--- src/rtl/voice_allocator_if.sv ---
// Request/command bundle between the MIDI decoder (master) and the voice allocator (slave).
interface voice_allocator_if #(
  parameter int VB = 5
) ();
  logic          req_valid;
  logic          req_ready;
  logic          req_on;
  logic [6:0]    req_note;
  logic [6:0]    req_vel;
  logic          out_valid;
  logic [VB-1:0] out_voice;
  logic [6:0]    out_note;
  logic [6:0]    out_vel;
  logic          out_gate;
  logic          out_steal;

  modport master (
    output req_valid, req_on, req_note, req_vel,
    input  req_ready,
    input  out_valid, out_voice, out_note, out_vel, out_gate, out_steal
  );

  modport slave (
    input  req_valid, req_on, req_note, req_vel,
    output req_ready,
    output out_valid, out_voice, out_note, out_vel, out_gate, out_steal
  );
endinterface

--- src/rtl/voice_allocator.sv ---
// Sequential note-to-voice scheduler: scans one voice per cycle, then issues one gate command.
module voice_allocator #(
  parameter int VOICES = 32,
  parameter int VB     = 5
) (
  input  logic              CLOCK_50,
  input  logic              reset_n,
  voice_allocator_if.slave  bus,
  input  logic              all_off,
  input  logic [VOICES-1:0] voice_free,
  output logic [VOICES-1:0] keys_on
);

  localparam logic [1:0] IDLE  = 2'd0;
  localparam logic [1:0] SCAN  = 2'd1;
  localparam logic [1:0] ISSUE = 2'd2;
  localparam logic [VB-1:0] LAST = VB'(VOICES - 1);

  logic [1:0]    state;
  logic [VB-1:0] idx;
  logic [VB-1:0] steal_ptr;
  logic [6:0]    note_tbl [VOICES];
  logic [6:0]    lat_note;
  logic [6:0]    lat_vel;
  logic          lat_on;
  logic          m_hit, f_hit, r_hit;
  logic [VB-1:0] m_idx, f_idx, r_idx;

  logic          cur_m, cur_f, cur_r;
  logic          m_any, f_any, r_any;
  logic [VB-1:0] m_sel, f_sel, r_sel;
  logic          dec_cmd, dec_gate, dec_steal;
  logic [VB-1:0] dec_voice;

  assign bus.req_ready = (state == IDLE) & ~all_off;

  // Classify the voice under examination; the final decision folds in the last voice directly.
  always_comb begin
    cur_m = keys_on[idx] & (note_tbl[idx] == lat_note);
    cur_f = ~keys_on[idx] & voice_free[idx];
    cur_r = ~keys_on[idx] & ~voice_free[idx];
    m_any = m_hit | cur_m;
    f_any = f_hit | cur_f;
    r_any = r_hit | cur_r;
    m_sel = m_hit ? m_idx : idx;
    f_sel = f_hit ? f_idx : idx;
    r_sel = r_hit ? r_idx : idx;

    dec_cmd   = 1'b0;
    dec_gate  = 1'b0;
    dec_steal = 1'b0;
    dec_voice = m_sel;
    if (lat_on) begin
      dec_cmd  = 1'b1;
      dec_gate = 1'b1;
      if (m_any)      dec_voice = m_sel;
      else if (f_any) dec_voice = f_sel;
      else if (r_any) dec_voice = r_sel;
      else begin
        dec_voice = steal_ptr;
        dec_steal = 1'b1;
      end
    end else begin
      dec_cmd = m_any;
    end
  end

  always_ff @(posedge CLOCK_50 or negedge reset_n) begin
    if (!reset_n) begin
      state         <= IDLE;
      idx           <= '0;
      steal_ptr     <= '0;
      keys_on       <= '0;
      lat_note      <= '0;
      lat_vel       <= '0;
      lat_on        <= 1'b0;
      m_hit         <= 1'b0;
      f_hit         <= 1'b0;
      r_hit         <= 1'b0;
      m_idx         <= '0;
      f_idx         <= '0;
      r_idx         <= '0;
      bus.out_valid <= 1'b0;
      bus.out_voice <= '0;
      bus.out_note  <= '0;
      bus.out_vel   <= '0;
      bus.out_gate  <= 1'b0;
      bus.out_steal <= 1'b0;
      for (int i = 0; i < VOICES; i++) note_tbl[i] <= '0;
    end else if (all_off) begin
      // Release everything and drop any request in flight; note memory and steal order survive.
      state         <= IDLE;
      idx           <= '0;
      keys_on       <= '0;
      m_hit         <= 1'b0;
      f_hit         <= 1'b0;
      r_hit         <= 1'b0;
      bus.out_valid <= 1'b0;
    end else begin
      case (state)
        IDLE: begin
          bus.out_valid <= 1'b0;
          if (bus.req_valid) begin
            lat_note <= bus.req_note;
            lat_vel  <= bus.req_vel;
            lat_on   <= bus.req_on & (bus.req_vel != 7'd0);
            idx      <= '0;
            m_hit    <= 1'b0;
            f_hit    <= 1'b0;
            r_hit    <= 1'b0;
            state    <= SCAN;
          end
        end
        SCAN: begin
          if (idx == LAST) begin
            state         <= ISSUE;
            idx           <= '0;
            bus.out_valid <= dec_cmd;
            if (dec_cmd) begin
              bus.out_voice       <= dec_voice;
              bus.out_note        <= lat_note;
              bus.out_vel         <= dec_gate ? lat_vel : 7'd0;
              bus.out_gate        <= dec_gate;
              bus.out_steal       <= dec_steal;
              keys_on[dec_voice]  <= dec_gate;
              note_tbl[dec_voice] <= lat_note;
            end
            if (dec_steal) steal_ptr <= (steal_ptr == LAST) ? '0 : steal_ptr + 1'b1;
          end else begin
            if (cur_m && !m_hit) begin
              m_hit <= 1'b1;
              m_idx <= idx;
            end
            if (cur_f && !f_hit) begin
              f_hit <= 1'b1;
              f_idx <= idx;
            end
            if (cur_r && !r_hit) begin
              r_hit <= 1'b1;
              r_idx <= idx;
            end
            idx <= idx + 1'b1;
          end
        end
        ISSUE: begin
          bus.out_valid <= 1'b0;
          state         <= IDLE;
        end
        default: state <= IDLE;
      endcase
    end
  end

endmodule
--- src/flat_wrapper.sv ---
// flat-port wrapper written by rule: the top's interface ports become plain ports
module voice_allocator_flat 
#(
  parameter int VOICES = 32,
  parameter int VB     = 5
)
  (CLOCK_50, reset_n, all_off, voice_free, keys_on, bus_req_valid, bus_req_on, bus_req_note, bus_req_vel, bus_req_ready, bus_out_valid, bus_out_voice, bus_out_note, bus_out_vel, bus_out_gate, bus_out_steal);
  voice_allocator_if #(.VB(VB)) bus_i ();
  input  logic CLOCK_50;
  input  logic reset_n;
  input  logic all_off;
  input  logic [VOICES-1:0] voice_free;
  output logic [VOICES-1:0] keys_on;
  input wire logic [$bits(bus_i.req_valid)-1:0] bus_req_valid;
  input wire logic [$bits(bus_i.req_on)-1:0] bus_req_on;
  input wire logic [$bits(bus_i.req_note)-1:0] bus_req_note;
  input wire logic [$bits(bus_i.req_vel)-1:0] bus_req_vel;
  output wire logic [$bits(bus_i.req_ready)-1:0] bus_req_ready;
  output wire logic [$bits(bus_i.out_valid)-1:0] bus_out_valid;
  output wire logic [$bits(bus_i.out_voice)-1:0] bus_out_voice;
  output wire logic [$bits(bus_i.out_note)-1:0] bus_out_note;
  output wire logic [$bits(bus_i.out_vel)-1:0] bus_out_vel;
  output wire logic [$bits(bus_i.out_gate)-1:0] bus_out_gate;
  output wire logic [$bits(bus_i.out_steal)-1:0] bus_out_steal;
  assign bus_i.req_valid = bus_req_valid;
  assign bus_i.req_on = bus_req_on;
  assign bus_i.req_note = bus_req_note;
  assign bus_i.req_vel = bus_req_vel;
  assign bus_req_ready = bus_i.req_ready;
  assign bus_out_valid = bus_i.out_valid;
  assign bus_out_voice = bus_i.out_voice;
  assign bus_out_note = bus_i.out_note;
  assign bus_out_vel = bus_i.out_vel;
  assign bus_out_gate = bus_i.out_gate;
  assign bus_out_steal = bus_i.out_steal;
  voice_allocator #(.VOICES(VOICES), .VB(VB)) u_core (.CLOCK_50(CLOCK_50), .reset_n(reset_n), .bus(bus_i), .all_off(all_off), .voice_free(voice_free), .keys_on(keys_on));
endmodule
--- config.mk ---
export PLATFORM = sky130hd
export DESIGN_NAME = voice_allocator_flat
export DESIGN_NICKNAME = d
export VERILOG_FILES = /design/src/rtl/voice_allocator_if.sv /design/src/rtl/voice_allocator.sv /design/src/flat_wrapper.sv
export SDC_FILE = /design/constraint.sdc
export NUM_CORES = 1
export LEC_CHECK = 0
export CAP_MARGIN = 20
export CELL_PAD_IN_SITES_DETAIL_PLACEMENT = 0
export CELL_PAD_IN_SITES_GLOBAL_PLACEMENT = 1
export CORE_ASPECT_RATIO = 0.5
export CORE_UTILIZATION = 51
export CTS_BUF_LIST = sky130_fd_sc_hd__clkbuf_2 sky130_fd_sc_hd__clkbuf_4 sky130_fd_sc_hd__clkbuf_8
export CTS_CLUSTER_SIZE = 30
export DETAILED_ROUTE_END_ITERATION = 10
export PLACE_DENSITY_LB_ADDON = 0.12
export SKIP_CTS_REPAIR_TIMING = 1
export SLEW_MARGIN = 25
export SYNTH_ARGS = -nofsm -noshare
export SYNTH_HDL_FRONTEND = slang
export SYNTH_SLANG_ARGS = --single-unit
--- constraint.sdc ---
create_clock -name CLOCK_50 -period 6.1 [get_ports CLOCK_50]
set_clock_uncertainty 0.2 [all_clocks]
set_input_delay 0.915 -clock CLOCK_50 [delete_from_list [all_inputs] [get_ports CLOCK_50]]
set_output_delay 0.915 -clock CLOCK_50 [all_outputs]
set_load 0.03 [all_outputs]
Yosys cells after proc, flatten, opt, wreduce, memory -nomap -nowiden
Index checks and enable logic that the tools add are counted.
{ "op_classes": {"magnitude_cmp": 6, "shifts": 0, "multipliers": 0, "muxes": 56, "eq_ne": 11, "n_addsub": 2, "n_div": 0, "reduce_logical": 29, "bitwise": 14} }
{ "ops": {"columns": ["operator", "n"], "rows": [
  ["$bwmux 224", 1],
  ["$mux 32", 4],
  ["$mux 5", 11],
  ["$bmux 7 s5", 1],
  ["$demux 7 s5", 1],
  ["$bwmux 32", 1],
  ["$reduce_and 4->1", 8],
  ["$mux 7", 4],
  ["$mux 1", 21],
  ["$ge 6x6->1 const B", 2],
  ["$lt 5x6->1 const B", 2],
  ["$ne 3x2->1 const B", 4],
  ["$not 5->6", 2],
  ["$add 5x1->5 const B", 2],
  ["$bmux 1 s5", 2],
  ["$eq 5x5->1 const B", 2],
  ["$pmux 5 s2", 1],
  ["$pmux 1 s2", 4],
  ["$eq 7x7->1", 1],
  ["$reduce_bool 7->1", 1],
  ["$lt 6x1->1 const B", 1],
  ["$mux 2", 3],
  ["$ne 3x3->1 const B", 2],
  ["$reduce_and 2->1", 3],
  ["15 further kinds", 34]
]} }
{ "totals": {"latchBits": 0, "inputBits": 51, "mem_count": 0, "rom_bits": 0, "register_bits": 323, "wordCells": 169, "ramBits": 0, "out_inout_bits": 55} }

Longest topological paths before layout
Gate-level depths: netlist (run 1).
{ "logic_depth": {"depth_word": 18, "ltp_mapped": 18, "mapped_depth_nobuf": 10} }

Worst setup path after synthesis (run 1)
OpenSTA, ideal clock, no wires.
{ "synth_timing": {"path_type": "input -> register", "from": "input voice_free[17]", "to": "register u_core.note_tbl[78] in the netlist's numbering", "arrival_time_ns": 4.064, "path_stages": 10, "path_slack_ns": 1.711, "required_time_ns": 5.775, "path_buffers": 0, "cell_sequence": "mux4_1 -> mux4_2 -> mux2i_4 -> a211oi_2 -> a32o_1 -> a221oi_1 -> nand2_1 -> mux2i_4 -> nand3b_4 -> mux2_4"} }
{ "synth_between": {"elab_chain_cells": 15} }
{ "synth_lines": {"columns": ["element", "line_no", "source"], "rows": [
  ["start: declaration", "flat_wrapper.sv:12", "input logic [VOICES-1:0] voice_free;"],
  ["$bmux 1 s5 (*)", "voice_allocator.sv:40, voice_allocator.sv:41", null],
  ["$mux 1 (not written as such) (*)", "voice_allocator.sv:40, voice_allocator.sv:41", null],
  ["$not 1->1", "voice_allocator.sv:41", "cur_r = ~keys_on[idx] & ~voice_free[idx];"],
  ["$and 1x1->1", "voice_allocator.sv:41", null],
  ["$or 1x1->1", "voice_allocator.sv:44", "r_any = r_hit | cur_r;"],
  ["$mux 5", "voice_allocator.sv:58", "else if (r_any) dec_voice = r_sel;"],
  ["$mux 5 (*)", "voice_allocator.sv:57", "else if (f_any) dec_voice = f_sel;"],
  ["$mux 5 (*)", "voice_allocator.sv:56", "if (m_any) dec_voice = m_sel;"],
  ["$mux 5 (*)", "voice_allocator.sv:53", "if (lat_on) begin"],
  ["$not 5->6 (not written as such) (*)", "voice_allocator.sv:126", "note_tbl[dec_voice] <= lat_note;"],
  ["$ge 6x6->1 (not written as such) or $lt 6x1->1 (tied branches)", "voice_allocator.sv:126", null],
  ["$logic_and 1x1->1 (not written as such)", "voice_allocator.sv:126", null],
  ["$mux 7 (not written as such)", "voice_allocator.sv:126", null],
  ["$demux 7 s5 (*)", "voice_allocator.sv:126", null],
  ["$bwmux 224 (*)", "voice_allocator.sv:126", null],
  ["end signal: indexed assignment", "voice_allocator.sv:126", null],
  ["end: declaration", "voice_allocator.sv:22", "logic [6:0] note_tbl [VOICES];"]
]} }
Mark *: on every way between the ends. The rest lies on a longest branch, timed or not. The select of a mux whose other input is x is not followed.
A chain may end at the register's enable or synchronous reset.

Final worst setup path (run 1)
{ "layout_timing": {"from": "register u_core.idx[0]", "to": "register u_core.note_tbl[181] in the netlist's numbering"} }
{ "layout_between": {"elab_chain_cells": 15} }
{ "layout_lines": {"columns": ["element", "line_no", "source"], "rows": [
  ["start: declaration", "voice_allocator.sv:20", "logic [VB-1:0] idx;"],
  ["start signal: assignment", "voice_allocator.sv:142", "idx <= idx + 1'b1;"],
  ["$not 5->6 (not written as such), or another cell as far along", "voice_allocator.sv:39", "cur_m = keys_on[idx] & (note_tbl[idx] == lat_note);"],
  ["$bmux 7 s5, or another cell as far along", "voice_allocator.sv:39", null],
  ["$mux 7 (not written as such), or another cell as far along", "voice_allocator.sv:39", null],
  ["$mux 7 (not written as such) or $and 1x1->1 (tied branches)", "voice_allocator.sv:39, voice_allocator.sv:41", null],
  ["$eq 7x7->1 or $or 1x1->1 (tied branches)", "voice_allocator.sv:39, voice_allocator.sv:44", null],
  ["$and 1x1->1 or $mux 5 (tied branches)", "voice_allocator.sv:39, voice_allocator.sv:58", null],
  ["$or 1x1->1 or $mux 5 (tied branches)", "voice_allocator.sv:42, voice_allocator.sv:57", null],
  ["$mux 5", "voice_allocator.sv:56", null],
  ["$mux 5", "voice_allocator.sv:53", null],
  ["$not 5->6 (not written as such)", "voice_allocator.sv:126", null],
  ["$ge 6x6->1 (not written as such) or $lt 6x1->1 (tied branches)", "voice_allocator.sv:126", null],
  ["$logic_and 1x1->1 (not written as such)", "voice_allocator.sv:126", null],
  ["$mux 7 (not written as such)", "voice_allocator.sv:126", null],
  ["$demux 7 s5", "voice_allocator.sv:126", null],
  ["$bwmux 224", "voice_allocator.sv:126", null]
]} }
Several ways; a longest one is shown, not always the timed one. The select of a mux whose other input is x is not followed.

==> reports/qor.yml, run 1 <==
totalNegativeSetupSlack_ns: 0
netlist_top_cells_area: "sky130_fd_sc_hd__dfrtp_1, sky130_fd_sc_hd__mux2_2, sky130_fd_sc_hd__mux4_2"
cts_buffer_depth: 3
endpoint_type_of_the_worst_setup_path: "flip-flop"
async_flop_share: 1.00
detail_route.first_pass.iterations: 5
timing.final.crit_share: 0.914
drc_errors: 0
via_count_of_the_first_global_routing_pass: 11100
fmax_mhz: 179
run_status: "completed"
layout.nets: 1383
vdd_drop_max_uv: 174
post_synth_edffs: 0
final.min_clock_period_ns: 5.58
worst_ep_required_time_ns: 6.38
grt_first_pass_wirelength_um: 69400
post-place-cells: 1699
finish.cell_count_without_fillers: 1786
reg_to_reg_setup_timing_slack_ns: 0.52
rsz0062_at_grt: "no"
die_y_um: 128
synth_top_area_cell: "sky130_fd_sc_hd__dfrtp_1"
number_of_antenna_diodes: 0
numCtsBuffers: 47
cts.reportedPaths.clkPinSlew_ns: 0.07
final.fill_count: 2476
final_layout_size_suffix_gt1_frac: 0.353
drtAntennaViolNets: 0
route.detailed.wl_per_inst_um: 25.3
timing.final.setup_violations: 0
antenna_violations_before_repair: 1
finalWirelength_um: 45200
netlist_instances: 1195
power.density_cell_area_nw_per_um2: 238
start_util: 0.527
prevailing_post_synth_register_cell: "sky130_fd_sc_hd__dfrtp_1"
timing_worst_setup_path_type: "flip-flop to flip-flop"
die-width_um: 255
fp.dieArea_um2: 32600
cts_max_level: 2
globalplace.congestion: 0.879
min_delay_path_depth: 1
critPathLaunchType: "flip-flop"
core_area_um2: 30900
ff2ff_path_depth: 11
areaGrowthSynthToFinish_pct: 16.6
global_route.usage.total: 0.289
cts_sinks: 323
seq_area_um2: 8090
seq_area_frac_synth: 0.497
max_cap_violations: 0
vias_per_cell: 5.99
clock_tree.root_cell: "sky130_fd_sc_hd__clkbuf_8"
netlist.area_leader.share: 0.497
worst-slew-pin-transition_ns: 0.983
multiInputGateArea_um2: 7770
hold_path_class: "flip-flop to flip-flop"
cts_tree: "yes"
yosys_warnings: 0
io_buffers: 105
slew_viol_final: 0
synth_fp_nets: 1250
largest_fanout_on_the_critical_path: 34
number_of_synthesized_register_bits: 323
place_hpwl_um: 31000
post_synthesis_instance_area_um2: 16300
ys_types: 71
grt_remaining_overflow: 0
top_level_ports: 106
worst-endpoint-arrival_ns: 5.86
site_row_count: 45
relative_max_transition_margin: 0.343
route.vias.total: 10700
clock_latency_ns: 0.60
hold_viol: 0
p_leak_nw: 8.87
grt_start_max_net_pins: 137
post_synth.cell_area_avg_um2: 13.6
drtIter0Drc: 851
## cell usage after synthesis, drive strengths merged, types with 6 or more instances
cell	n
o21a	8
xnor2	7
nand3	16
a22oi	24
a2bb2oi	10
a21oi	19
a22o	12
and2	10
mux2	255
nor3b	10
nor2	37
dfrtp	323
o21ai	17
buf	34
a21o	6
mux4	57
clkbuf	44
nand3b	8
nand2b	35
a221oi	6
nand2	95
mux2i	64
and3	7
nor2b	35
## flip-flops by register name (all words and copies together) (netlist names)
| signal | count |
|---|---|
| u_core.note_tbl | 224 |
| u_core.keys_on | 32 |
| u_core.bus.out_note | 7 |
| u_core.bus.out_vel | 7 |
| u_core.lat_note | 7 |
| u_core.lat_vel | 7 |
| u_core.bus.out_voice | 5 |
| u_core.f_idx | 5 |
| u_core.idx | 5 |
| u_core.m_idx | 5 |
| u_core.r_idx | 5 |
| u_core.steal_ptr | 5 |
| u_core.state | 2 |
| u_core.bus.out_gate | 1 |
| u_core.bus.out_steal | 1 |
| u_core.bus.out_valid | 1 |
| u_core.f_hit | 1 |
| u_core.lat_on | 1 |
| u_core.m_hit | 1 |
| u_core.r_hit | 1 |
## layout make-up
class	instances	area share
clock buffer	81	0.0515
multi-input combinational	789	0.409
clock inverter	3	0.00172
inverter	5	0.000990
sequential	323	0.427
timing repair buffer	162	0.0818
tap	423	0.0279
## kinds of logic (layout without fill, tap and decap cells)
group,after synthesis,in the layout,share of synthesized area
AO/OA/AOI/OAI,132,132,0.0661
XOR/XNOR,10,10,0.00539
adder cells (fa/ha/maj),4,4,0.00308
buffers and inverters,83,251,0.0260
flip-flops,323,323,0.497
multiplexers,376,376,0.306
AND/OR/NAND/NOR,267,267,0.0959
## where the power goes
| part | internal [mW] | leakage (nW) | switching [mW] |
|---|---|---|---|
| sequential | 2.17 | 4.48 | 0.0655 |
| clock | 1.01 | 0.537 | 0.852 |
| combinational | 0.154 | 3.85 | 0.268 |
| total | 3.33 | 8.87 | 1.19 |
## final timing paths
path | endpoint | from
hold reg to reg | u_core.bus.out_voice[4] | u_core.bus.out_voice[4]
min in group asynchronous | u_core.idx[0] | reset_n
max in group asynchronous | u_core.keys_on[10] | reset_n
hold / removal | u_core.bus.out_voice[4] | u_core.bus.out_voice[4]
setup / recovery | u_core.note_tbl[181] | u_core.idx[0]
setup reg to reg | u_core.note_tbl[181] | u_core.idx[0]
## layout by cell type (no fill, tap or decap), types with 14 or more instances in the layout
| master | n |
|---|---|
| sky130_fd_sc_hd__clkbuf_8 | 59 |
| sky130_fd_sc_hd__o21ai_0 | 15 |
| sky130_fd_sc_hd__a21oi_1 | 18 |
| sky130_fd_sc_hd__nor2b_1 | 35 |
| sky130_fd_sc_hd__nor2_1 | 37 |
| sky130_fd_sc_hd__mux2_2 | 229 |
| sky130_fd_sc_hd__dfrtp_1 | 321 |
| sky130_fd_sc_hd__nand3_1 | 16 |
| sky130_fd_sc_hd__clkbuf_4 | 22 |
| sky130_fd_sc_hd__nand2b_1 | 35 |
| sky130_fd_sc_hd__nand2_1 | 95 |
| sky130_fd_sc_hd__buf_4 | 52 |
| sky130_fd_sc_hd__a22oi_1 | 23 |
| sky130_fd_sc_hd__mux2_4 | 14 |
| sky130_fd_sc_hd__mux2i_1 | 55 |
| sky130_fd_sc_hd__mux4_2 | 51 |
| sky130_fd_sc_hd__clkdlybuf4s50_1 | 104 |
## worst max-delay path, cell delays in order, from the launching register on
cell and delay [ns]:
sky130_fd_sc_hd__dfrtp_4 0.88, sky130_fd_sc_hd__buf_12 0.27, sky130_fd_sc_hd__mux4_2 0.53, sky130_fd_sc_hd__and3_1 0.19, sky130_fd_sc_hd__a31oi_1 0.23, sky130_fd_sc_hd__nand4_1 0.15, sky130_fd_sc_hd__xor2_1 0.32, sky130_fd_sc_hd__a2111oi_4 0.15
sky130_fd_sc_hd__a21oi_4 0.82, sky130_fd_sc_hd__mux2i_4 0.57, sky130_fd_sc_hd__and2_1 0.66, sky130_fd_sc_hd__mux2_2 0.41
## routing by layer
layer,global-route usage,vias to the layer above,part of all wire,wire [µm]
li1,-,4666,-,-
met2,0.443,319,0.46,20600
met4,0.0765,0,0.023,1050
met5,0,-,0,0
met1,0.415,5642,0.46,20600
met3,0.0656,75,0.065,2920
## through the flow
step | hold slack [ns] | setup WS, ns | power [mW] | cell area [µm²] | util
2_1_floorplan | 0.247 | 1.71 | 2.51 | 16300 | -
3_3_place_gp | 0.258 | 0.543 | 2.69 | 17900 | 0.580
3_5_place_dp | 0.267 | 0.552 | 2.69 | 17900 | 0.580
4_1_cts | 0.237 | 0.509 | 4.56 | 18900 | 0.613
5_1_grt | 0.295 | 0.254 | 4.69 | 19000 | 0.615
6_report | 0.276 | 0.522 | 4.51 | 19000 | 0.615
No activity file was read; power rests on OpenSTA's default activity.
==> inputs of run 2 (changes only) <==
- CAP_MARGIN: 20 -> 10
- MAX_ROUTING_LAYER: default -> met4
==> run 2 against run 1 <==
Against the previous run: maximum frequency is 0.61% higher; critical endpoint is now u_core.note_tbl[99]; highest routed layer unchanged; design area down 0.65%; critical path type unchanged; core utilization is 0.40 points lower; cell count fell by 0.56%; power decreased by 1.9%; sequential cell count did not move; largest power group unchanged.
==> reports/qor.yml, run 2 (same netlist as run 1, synthesis figures left out) <==
numCtsBuffers: 46
timing.critical_path.cells: "buf_12, mux4_2, mux4_2, xor2_1, or3_4, a221oi_4, a21oi_4, mux2_2, nor3b_4, mux2_2"
cts_max_level: 2
vias_per_cell: 6.01
largest_fanout_on_the_critical_path: 29
cts_buffer_depth: 3
route.detailed.wl_per_inst_um: 25.5
grt_remaining_overflow: 0
final.min_clock_period_ns: 5.54
run_status: "completed"
fmax_mhz: 180
grt_util_met2: 0.448
die_y_um: 128
start_util: 0.527
antenna_violations_before_repair: 0
non_filler_cell_area_final_um2: 18800
layout_commonest_cell: "sky130_fd_sc_hd__dfrtp_1"
cts_sinks: 323
totalNegativeSetupSlack_ns: 0
die-width_um: 255
route.vias.total: 10700
largest-register: "u_core.note_tbl"
global_route.usage.total: 0.297
most_used_cells_in_the_layout_excluding_fill_and_tap_cells: "sky130_fd_sc_hd__dfrtp_1, sky130_fd_sc_hd__mux2_2, sky130_fd_sc_hd__clkdlybuf4s50_1"
fp.dieArea_um2: 32600
final_layout_size_suffix_gt1_frac: 0.349
grt_start_max_net_pins: 130
io_buffers: 105
timing_worst_setup_path_type: "flip-flop to flip-flop"
max_cap_violations: 0
worst_ep_required_time_ns: 6.37
site_row_count: 45
net-switching-power_mw: 1.18
number_of_antenna_diodes: 0
p_leak_nw: 8.80
drtAntennaViolNets: 0
worst-slew-pin-transition_ns: 0.994
drtIter0Drc: 858
vdd_drop_max_uv: 139
rsz0062_at_grt: "no"
power.density_cell_area_nw_per_um2: 235
detail_route.first_pass.iterations: 5
finalWirelength_um: 45200
cts.reportedPaths.clkPinSlew_ns: 0.07
grt_use_met1: 0.406
clock_tree.root_cell: "sky130_fd_sc_hd__clkbuf_8"
place_hpwl_um: 31500
post_dp_cell_area_um2: 17900
hold_path_class: "input pin to asynchronous set/reset pin"
critPathLaunchType: "flip-flop"
p_int_mw: 3.25
endpoint_type_of_the_worst_setup_path: "flip-flop"
drc_errors: 0
largest_register_ffs: 224
cts_tree: "yes"
ff2ff_path_depth: 10
via_count_of_the_first_global_routing_pass: 10900
final.fill_count: 2464
p_clk_frac: 0.399
top_level_ports: 106
worst-endpoint-arrival_ns: 5.82
relative_max_transition_margin: 0.336
reg_top3: "u_core.note_tbl x224, u_core.keys_on x32"
timing.final.crit_share: 0.909
clock_latency_ns: 0.60
core_area_um2: 30900
standard_cell_with_the_maximum_stage_delay_on_the_critical_path: "sky130_fd_sc_hd__dfrtp_4"
power_frac_comb: 0.098
areaGrowthSynthToFinish_pct: 15.9
seqPwrFrac: 0.502
gr-max-usage-layer: "met2"
p_sw_frac: 0.266
slew_viol_final: 0
grt_first_pass_wirelength_um: 68600
globalplace.congestion: 0.878
timing.final.setup_violations: 0
layout.nets: 1377
global_route.usage.met3: 0.0755
hold_viol: 0
cpPeakStageDelay_ns: 0.81
## run 2: worst max-delay path, delay by kind of cell (launching register included)
family                 cells  cell delay (ns)
AO/OA/AOI/OAI              2             0.95
XOR/XNOR                   1             0.17
buffers and inverters      1             0.30
flip-flops                 1             0.81
multiplexers               4             1.92
AND/OR/NAND/NOR            2             0.99
## run 2: power groups by stage
stage | clock network, mW | registers (mW) | logic (mW)
6_report | 1.77 | 2.22 | 0.436
5_1_grt | 1.91 | 2.23 | 0.470
4_1_cts | 1.80 | 2.22 | 0.438
3_5_place_dp | 0 | 2.26 | 0.437
3_3_place_gp | 0 | 2.26 | 0.426
2_1_floorplan | 0 | 2.22 | 0.289
## run 2: cell type report
type / count / area (µm²) / area share
flip-flops and latches: 323 / 8090 / 0.429
multi-input cells: 789 / 7770 / 0.412
repair buffers: 157 / 1500 / 0.0798
clock buffers: 74 / 900 / 0.0477
clock inverters: 5 / 33.8 / 0.00179
well taps: 423 / 529 / 0.0281
inverters: 5 / 18.8 / 0.000996
## run 2: per-stage QoR
step | cells | worst slack, ns | hold WS (ns) | total power, mW | util
after floorplan | 1195 | 1.71 | 0.247 | 2.51 | -
after detailed placement | 1697 | 0.606 | 0.271 | 2.70 | 0.580
final | 1776 | 0.556 | 0.141 | 4.43 | 0.611
after CTS | 1776 | 0.574 | 0.169 | 4.46 | 0.611
after global routing | 1776 | 0.397 | 0.183 | 4.61 | 0.611
after global placement | 1696 | 0.602 | 0.259 | 2.69 | 0.580
## run 2: worst paths after layout
kind | start | endpoint | slack (ns)
worst max register to register | u_core.idx[0] | u_core.note_tbl[99] | 0.56
min in group CLOCK_50 | u_core.lat_vel[2] | u_core.lat_vel[2] | 0.28
worst min-delay path | reset_n | u_core.lat_vel[6] | 0.14
worst min register to register | u_core.lat_vel[2] | u_core.lat_vel[2] | 0.28
worst max-delay path | u_core.idx[0] | u_core.note_tbl[99] | 0.56
max in group asynchronous | reset_n | u_core.note_tbl[198] | 4.24
## run 2: routing by layer
| layer | share of wire | wire length (µm) |
|---|---|---|
| met1 | 0.46 | 20700 |
| met2 | 0.46 | 20600 |
| met3 | 0.068 | 3060 |
| met4 | 0.018 | 831 |
| met5 | 0 | 0 |
==> inputs of run 3 (changes only) <==
- CELL_PAD_IN_SITES_DETAIL_PLACEMENT: 0 -> 1
==> run 3 against run 2 <==
Against the previous run: sequential share of layout area decreased by 0.29 points; sequential power barely moved; combinational power grew 2%; critical endpoint is now u_core.note_tbl[179]; global-route usage up 3.0 points; cell count rose by 0.56%; sequential cell count did not move; critical path depth is 1 higher; worst hold slack worse by 0.016 ns.
==> reports/qor.yml, run 3 (same netlist as run 1, synthesis figures left out) <==
reg_top3: "u_core.note_tbl x224, u_core.keys_on x32"
final_layout_size_suffix_gt1_frac: 0.352
timing.rr.start: "u_core.idx[2]"
finished_core_util: 0.615
drc_errors: 0
max_cap_violations: 0
drtIter0Drc: 785
final.min_clock_period_ns: 5.59
worst-slew-pin-transition_ns: 0.999
p_clk_frac: 0.421
detail_route.first_pass.iterations: 5
most_used_cells_in_the_layout_excluding_fill_and_tap_cells: "sky130_fd_sc_hd__dfrtp_1, sky130_fd_sc_hd__mux2_2, sky130_fd_sc_hd__clkdlybuf4s50_1"
largest_register_ffs: 224
global_route.usage.total: 0.327
via_count_of_the_first_global_routing_pass: 12000
start_util: 0.527
critical_path.startpoint: "u_core.idx[2]"
clock_latency_ns: 0.61
site_row_count: 45
io_buffers: 105
globalplace.congestion: 0.878
critPathLaunchType: "flip-flop"
vdd_drop_max_uv: 177
met3RoutedLength_um: 3090
numCtsBuffers: 47
wl_met1_um: 21700
timing.final.crit_share: 0.917
largest_fanout_on_the_critical_path: 44
run_status: "completed"
power_frac_comb: 0.096
antenna_violations_before_repair: 3
rsz0062_at_grt: "no"
grt_first_pass_wirelength_um: 75900
largest-register: "u_core.note_tbl"
timing_worst_setup_path_type: "flip-flop to flip-flop"
hold_viol: 0
p_sw_frac: 0.268
slew_viol_final: 0
dr.max_layer_used: "met4"
fmax_mhz: 179
timing.critical_path.cells: "buf_4, nor2b_1, a22o_1, a221oi_1, xnor2_1, o2111ai_1, a221oi_4, a21oi_4, mux2i_4, and2_1, mux2_2"
p_leak_nw: 8.86
worst-endpoint-arrival_ns: 5.86
areaGrowthSynthToFinish_pct: 16.7
cpPeakStageDelay_ns: 0.92
worst_slack_ns: 0.507
cts_tree: "yes"
drtAntennaViolNets: 0
fp.dieArea_um2: 32600
p_int_mw: 3.38
clock_tree.root_cell: "sky130_fd_sc_hd__clkbuf_8"
grt_remaining_overflow: 0
cts.reportedPaths.clkPinSlew_ns: 0.07
endpoint_type_of_the_worst_setup_path: "flip-flop"
place_hpwl_um: 33900
route.detailed.wl_per_inst_um: 27.6
totalNegativeSetupSlack_ns: 0
core_area_um2: 30900
vias_per_cell: 6.09
die-width_um: 255
layout.nets: 1378
worst_ep_required_time_ns: 6.37
cts_max_level: 2
hold_path_class: "input pin to asynchronous set/reset pin"
power.density_cell_area_nw_per_um2: 243
met2RoutedLength_um: 22900
standard_cell_with_the_maximum_stage_delay_on_the_critical_path: "sky130_fd_sc_hd__dfrtp_4"
worst_slack_after_detailed_placement_ns: 0.553
fin_total_pwr_mw: 4.62
cts_buffer_depth: 3
layout_commonest_cell: "sky130_fd_sc_hd__dfrtp_1"
timing.final.setup_violations: 0
relative_max_transition_margin: 0.333
worst_hold_slack_ns: 0.125
die_y_um: 128
route.vias.total: 10900
net-switching-power_mw: 1.24
cts_sinks: 323
grt_start_max_net_pins: 130
seqPwrFrac: 0.483
finalWirelength_um: 49200
top_level_ports: 106
-- run 3: cell count changes in the layout (fill, tap and decap cells not counted) --
cell	before	now
sky130_fd_sc_hd__clkbuf_8	55	66
sky130_fd_sc_hd__diode_2	0	4
sky130_fd_sc_hd__clkbuf_4	19	16
sky130_fd_sc_hd__clkinv_2	3	1
sky130_fd_sc_hd__inv_6	0	1
sky130_fd_sc_hd__inv_8	1	0
-- run 3: final timing paths --
path	endpoint	slack, ns	cells after the start
worst min register to register	u_core.bus.out_voice[4]	0.28	1
min in group CLOCK_50	u_core.bus.out_voice[4]	0.28	1
worst max-delay path	u_core.note_tbl[179]	0.51	11
worst max register to register	u_core.note_tbl[179]	0.51	11
max in group asynchronous	u_core.note_tbl[115]	4.22	2
worst min-delay path	u_core.lat_vel[6]	0.12	1
-- run 3: metal layers --
| metal | vias to the layer above | global-route usage |
|---|---|---|
| met2 | 301 | 0.499 |
| li1 | 4638 | - |
| met4 | 0 | 0.109 |
| met3 | 108 | 0.0916 |
| met5 | - | - |
| met1 | 5837 | 0.422 |
-- run 3: through the flow --
| step | std cells | cell area (µm²) |
|---|---|---|
| final | 1786 | 19000 |
| after global routing | 1785 | 19000 |
| after CTS | 1782 | 19000 |
| after detailed placement | 1697 | 17900 |
| after global placement | 1696 | 17900 |
| after floorplan | 1195 | 16300 |
-- run 3: layout make-up --
class | count | area (µm²)
clock inverters | 3 | 21.3
clock buffers | 82 | 1030
flip-flops and latches | 323 | 8090
well taps | 423 | 529
multi-input cells | 789 | 7770
inverters | 5 | 18.8
repair buffers | 157 | 1500
fillers | 2985 | 11900
diodes | 4 | 10.0
-- run 3: critical path, delay by kind of cell (launching register included) --
| family | cells | cell delay (ns) |
|---|---|---|
| compound gates | 5 | 1.89 |
| xor+xnor | 1 | 0.12 |
| buf+inv | 1 | 0.44 |
| flops | 1 | 0.92 |
| mux | 2 | 0.95 |
| simple gates | 2 | 0.86 |
-- run 3: power by group through the flow --
stage | logic [mW] | clock network [mW] | registers [mW]
3_5_place_dp | 0.442 | 0 | 2.26
6_report | 0.444 | 1.94 | 2.23
2_1_floorplan | 0.289 | 0 | 2.22
4_1_cts | 0.446 | 1.97 | 2.23
5_1_grt | 0.477 | 2.07 | 2.23
3_3_place_gp | 0.426 | 0 | 2.26
